<file path="config.mk">
export PLATFORM = sky130hd
export DESIGN_NAME = core_mem_responder
export DESIGN_NICKNAME = d
export VERILOG_FILES = /design/src/rtl/core_mem_responder.sv
export SDC_FILE = /design/constraint.sdc
export NUM_CORES = 2
export LEC_CHECK = 0
export ABC_CLOCK_PERIOD_IN_PS = 2800
export CAP_MARGIN = 0
export CORE_MARGIN = 2
export CORE_UTILIZATION = 30
export CTS_BUF_LIST = sky130_fd_sc_hd__clkbuf_4 sky130_fd_sc_hd__clkbuf_8 sky130_fd_sc_hd__clkbuf_16
export CTS_CLUSTER_DIAMETER = 30
export DETAILED_ROUTE_END_ITERATION = 10
export PLACE_DENSITY_LB_ADDON = 0.08
export SLEW_MARGIN = 10
export SYNTH_ARGS = -nofsm -noshare
export SYNTH_HDL_FRONTEND = slang
export SYNTH_SLANG_ARGS = --single-unit
</file>
<file path="constraint.sdc">
create_clock -name clk -period 2.8 [get_ports clk]
set_input_delay 0.56 -clock clk [delete_from_list [all_inputs] [get_ports clk]]
set_output_delay 0.56 -clock clk [all_outputs]
set_load 0.005 [all_outputs]
</file>
<file path="src/rtl/core_mem_responder.sv">
// core_mem_responder
//   Data-memory responder for the Core load/store port. A rising request on
//   enable_M is latched, held in service for LATENCY cycles, then performed
//   against an internal RAM while ready_M returns high.
//   Optional feature macro: MEM_RESP_ERR_EN (adds err_M, flags illegal ops).
module core_mem_responder #(
  parameter int DATA_W  = 8,
  parameter int ADDR_W  = 8,
  parameter int LATENCY = 1
) (
  input  logic              clk,
  input  logic              reset,
  input  logic [1:0]        enable_M,
  input  logic [ADDR_W-1:0] addr_M,
  input  logic [DATA_W-1:0] wr_data_M,
  output logic [DATA_W-1:0] rd_data_M,
  output logic              ready_M,
  input  logic              init_we,
  input  logic [ADDR_W-1:0] init_addr,
  input  logic [DATA_W-1:0] init_data
`ifdef MEM_RESP_ERR_EN
  ,
  output logic              err_M
`endif
);

  localparam logic [1:0] OP_LOAD  = 2'b01;
  localparam logic [1:0] OP_STORE = 2'b10;
  localparam logic [3:0] CNT_INIT = 4'(LATENCY - 1);

  typedef enum logic [0:0] {
    IDLE = 1'b0,
    BUSY = 1'b1
  } state_t;

  logic [DATA_W-1:0] mem [2**ADDR_W];

  state_t            state;
  logic [1:0]        en_q;
  logic [1:0]        op_q;
  logic [ADDR_W-1:0] addr_q;
  logic [DATA_W-1:0] wdata_q;
  logic [3:0]        cnt;

  logic accept;
  logic done;
  logic store_fire;

  // A request is only taken on its rising edge so a held enable is never re-accepted
  assign accept     = (state == IDLE) && (enable_M != 2'b00) && (en_q == 2'b00);
  assign done       = (state == BUSY) && (cnt == 4'd0);
  // A reset landing on the completion edge cancels the store
  assign store_fire = reset && done && (op_q == OP_STORE);

  // RAM write ports; the store is written last so it wins a same-address collision
  always_ff @(posedge clk) begin
    if (init_we) begin
      mem[init_addr] <= init_data;
    end
    if (store_fire) begin
      mem[addr_q] <= wdata_q;
    end
  end

  // Request FSM: latch on accept, count down the latency, complete and go idle
  always_ff @(posedge clk) begin
    if (!reset) begin
      state     <= IDLE;
      ready_M   <= 1'b1;
      rd_data_M <= '0;
      en_q      <= 2'b00;
      op_q      <= 2'b00;
      addr_q    <= '0;
      wdata_q   <= '0;
      cnt       <= 4'd0;
`ifdef MEM_RESP_ERR_EN
      err_M     <= 1'b0;
`endif
    end else begin
      en_q <= enable_M;
      case (state)
        IDLE: begin
          if (accept) begin
            op_q    <= enable_M;
            addr_q  <= addr_M;
            wdata_q <= wr_data_M;
            cnt     <= CNT_INIT;
            ready_M <= 1'b0;
            state   <= BUSY;
`ifdef MEM_RESP_ERR_EN
            err_M   <= 1'b0;
`endif
          end
        end
        BUSY: begin
          if (cnt != 4'd0) begin
            cnt <= cnt - 4'd1;
          end else begin
            if (op_q == OP_LOAD) begin
              rd_data_M <= mem[addr_q];
            end
`ifdef MEM_RESP_ERR_EN
            if (op_q == 2'b11) begin
              err_M <= 1'b1;
            end
`endif
            ready_M <= 1'b1;
            state   <= IDLE;
          end
        end
        default: state <= IDLE;
      endcase
    end
  end

endmodule

</file>
## After elaboration in Yosys (flattened, before gate mapping)

Memory sizes are Yosys's and may differ from the RTL's. A register that Yosys moved wholly into a read port is not among the register bits.
Cells that the tools add are included.

- Memories kept: 1
- RAM bits: 2,048
- Register bits after elaboration: 26

Memories:

| memory | depth | bits a word | read ports | clocked after memory_dff | wr ports | RTL line | RTL |
|---|---|---|---|---|---|---|---|
| mem | 256 | 8 | 1 | 1 | 2 | 36 | `logic [DATA_W-1:0] mem [2**ADDR_W];` |

- Bitwise gates (word level): 2
- Multiplexer cells: 13
- Reduce and logical (&&, ||, !) cells: 14
- Equality and inequality tests: 5
- $add $sub $neg: 1

Operators with widths:

| kind | number |
|---|---|
| $mux W1 | 8 |
| $mux W4 | 2 |
| $pmux W4 S2 | 1 |
| $reduce_and A2 Y1 | 3 |
| $logic_and A1 B1 Y1 | 5 |
| $logic_not A4 Y1 | 1 |
| $ne A2 B2 Y1 const B | 2 |
| $pmux W1 S2 | 2 |
| $reduce_bool A4 Y1 | 1 |
| $sub A4 B1 Y4 const B | 1 |
| $reduce_and A3 Y1 | 1 |
| $eq A2 B1 Y1 const B | 1 |
| $eq A2 B2 Y1 const B | 1 |
| $logic_not A2 Y1 | 1 |
| $ne A2 B1 Y1 const B | 1 |
| $not A1 Y1 | 2 |
| $reduce_bool A2 Y1 | 1 |
| $logic_not A1 Y1 | 1 |

## Longest topological paths before layout

- Depth in word-level cells: 6
- Gate-level depth with buffers: 13
- Gate-level depth less buffers: 9

## Worst setup path before layout

No wires, ideal clock.

- Kind: register to register
- Start: register cnt[0]
- End: memory mem[111][0], enable pin
- Stages on the path, launching flop included: 11
- Library setup time: 0.376 ns
- Setup slack: 0.052 ns
- Clock period less this slack: 2.748 ns
- Required time: 2.424 ns
- Arrival: 2.372 ns
- Path buffers: 3
- Cell sequence: dfxtp_1 > inv_1 > ha_1 > and4bb_1 > and4b_1 > and3_1 > clkbuf_1 > nand2_1 > buf_2 > clkbuf_1 > o22ai_1

RTL lines:

| item | RTL line | RTL |
|---|---|---|
| start: declaration | 43 | `logic [3:0] cnt;` |
| start signal: assignment | 97 | `cnt <= cnt - 4'd1;` |
| end: declaration | 36 |  |

==> metrics <==
Clk pin slew, worst setup/hold paths about 0.040 ns; fin util between 40 and 50%; top cell type by total area after synthesis edfxtp_1; synth unique cells slightly above 70; register share of total power between 30% and 40%; DP Area 128,000 µm²; Num CTS Buffers just over 600; Max Buffers Root-to-Sink 4; RSZ-0062 raised after global routing yes; Worst VDD drop about 0.6 mV; root buffer cell clkbuf_16; Final Max Tran Viols 0; Worst setup SP type flip-flop; EDFF count, synth between 2,000 and 2,500; Die H roughly 610 µm; port buffer count 45; dpl hpwl 309,000 µm; Hold Fails Final Rpt 0; clk_lat worst skew roughly 1.0 ns; Seq/Total Area, Yosys about 57%; die area 367,000 µm²; Post-Syn Instances 6,801; core outline area approximately 360,000 µm²; Slew @ Worst Pin 1.21 ns; Final Instance Count excl. Fillers 13,600; I/O pin cnt 46; min Tclk post-route between 3 and 4 ns; first-pass GRT wire length ~640,000 µm; vias per inst around 5.4; 1st-iter DRT viols between 6,000 and 7,000; H-Tree Level Count 6; CP Max Fanout 6; final net count 8,405; initial antenna violation count 18; layout cells sized above 1 a little over three fifths; syn_nets 6,839; grt ovf 0; ANT nets after route 0; cell-internal power about 86 mW; post-DR wirelength/cell roughly 35 µm; CTS tree yes; crit path kind reg -> reg; CTS Sinks about 2,100; most frequent cell after synthesis edfxtp_1; PwrDens 734 nW/µm²; skew final approximately 0.061 ns; WL final between 400,000 and 500,000 µm; max frequency ~330 MHz; Clock Power Share between 60% and 70%; Post-Syn Area 109,000 µm²; RD Place Congestion between 0.8 and 0.9; DR vias ~73,000; # DRC 0; maxcap violations 0; crit path DAT around 4 ns; P&R area growth vs syn 41.5%; TritonRoute pass-1 iters 6; Ys Warns 0; combinational power share approximately 8.2%; failing checks negative setup slack; outcome finished with violations; largest net degree at the start of global routing between 80 and 90; Tot GR Track Use 25.0%; CP Capture Type flip-flop; WHS roughly 0.082 ns; worst rel slew slack 19.5%; Hold WC Path Type in -> reg; Avg Inst Size Synth roughly 16 µm²; Starting Density between 30% and 40%; # setup viols final 85; Post-synth top flop edfxtp_1; Synth top area share a little under three fifths; DP Cell Count ~12,000; Setup WS post-layout -0.249 ns; Final Cell Area 154,000 µm²; Die X about 610 µm; Crit path required time roughly 3.7 ns; FF+latch count, synth around 2,100; Net Sw Power approximately 26 mW; top cells by count, synth edfxtp_1 (2,048), mux2_2 (1,990), clkbuf_1 (560); Synth area leaders edfxtp_1 (57%), mux2_2 (21%), mux4_2 (10%); vias in the first global route approximately 77,000; Final Cycle Share 109%; dpl ws -0.952 ns; row count 220; Static Leak approximately 53 nW; asr flop ratio synth 0%; Sw Share a little under a quarter
## cell families (layout without fill, tap and decap cells)
family | after synthesis | after routing | share of synthesized area, %
simple gates | 721 | 721 | 3.58
fa+ha+maj | 1 | 1 | 0.0115
flops | 2082 | 2082 | 57.3
other cells | 0 | 4 | 0
buf+inv | 765 | 2824 | 2.99
mux | 2690 | 2690 | 32.9
compound gates | 542 | 542 | 3.22
## flip-flops by register name, indices dropped and copies added (netlist names)
register,flops
mem,2048
addr_q,8
rd_data_M,8
wdata_q,8
cnt,4
en_q,2
op_q,2
ready_M,1
state,1
## routing by layer
metal,global-route usage (%),up-vias,routed length (µm)
li1,-,30600,-
met1,32.7,39500,200000
met2,42.0,2420,229000
met3,3.37,792,23400
met4,9.69,0,20100
met5,0,-,0
## per-stage QoR
| step | setup TNS (ns) | power [mW] |
|---|---|---|
| final | -3.07 | 113 |
| after global routing | -26.34 | 116 |
| after CTS | -3.83 | 113 |
| after detailed placement | -1024.67 | 43.6 |
| after global placement | -1227.61 | 43.5 |
| after floorplan | 0 | 39.2 |
## critical path: stages, from the launching register on
cell and delay, ns:
dfxtp_4 0.39, buf_4 0.13, buf_12 0.13, buf_4 0.12
mux4_2 0.53, mux4_2 0.56, a22oi_2 0.17, buf_6 0.15
nand4_1 0.13, a211oi_4 0.43, o21ai_1 0.13
## path summary, 6_finish.rpt
| check | startpoint | to | depth (start not counted) | slack, ns |
|---|---|---|---|---|
| worst max register to register | addr_q[0] | rd_data_M[3] | 10 | -0.25 |
| worst max-delay path | addr_q[0] | rd_data_M[3] | 10 | -0.25 |
| worst min-delay path | wr_data_M[3] | wdata_q[3] | 3 | 0.08 |
| worst min register to register | op_q[0] | op_q[0] | 2 | 0.49 |
## power groups by stage
| stage | combinational (mW) | sequential (mW) | clock, mW |
|---|---|---|---|
| 2_1_floorplan | 4.23 | 35.0 | 0 |
| 3_3_place_gp | 8.39 | 35.1 | 0 |
| 3_5_place_dp | 8.45 | 35.1 | 0 |
| 4_1_cts | 8.98 | 34.6 | 69.6 |
| 5_1_grt | 9.55 | 34.6 | 71.3 |
| 6_report | 9.23 | 34.6 | 68.8 |
## layout by cell type, fill, tap and decap left out, drive strengths merged, types with 5 or more instances in the layout
master and instances:
a211oi 12, nor2b 18, clkinvlp 22, and3 17, mux4 494, nor3 12
a21boi 18, and2 15, o22ai 211, dfxtp 34, edfxtp 2048, mux2 2070
nand3 47, mux2i 126, clkdlybuf4s50 37, bufinv 75, nor4 12, nor2 230
a31oi 12, buf 1664, a22oi 41, nand3b 5, clkinv 261, a21oi 41
inv 35, a221oi 7, a32oi 28, nand4 9, o221ai 10, nand2b 17
o211ai 5, clkbuf 729, nand2 321, o21ai 121
## area by class of cell
type	count	area (µm²)
inverter	7	36.3
clock inverter	386	4220
clock buffer	717	16200
timing repair buffer	1714	19500
multi-input combinational	3954	45400
antenna	4	10.0
sequential	2082	62200
fill	32700	206000
tap	4773	5970
## what timing repair did
item,in CTS,in global routing
gates cloned,12,12
hold buffers,0,0
endpoints found under the setup margin,2597,1656
buffers inserted,117,71
gates resized for setup,244,393
pin swaps,52,103
(Power assumes the default switching activity.)
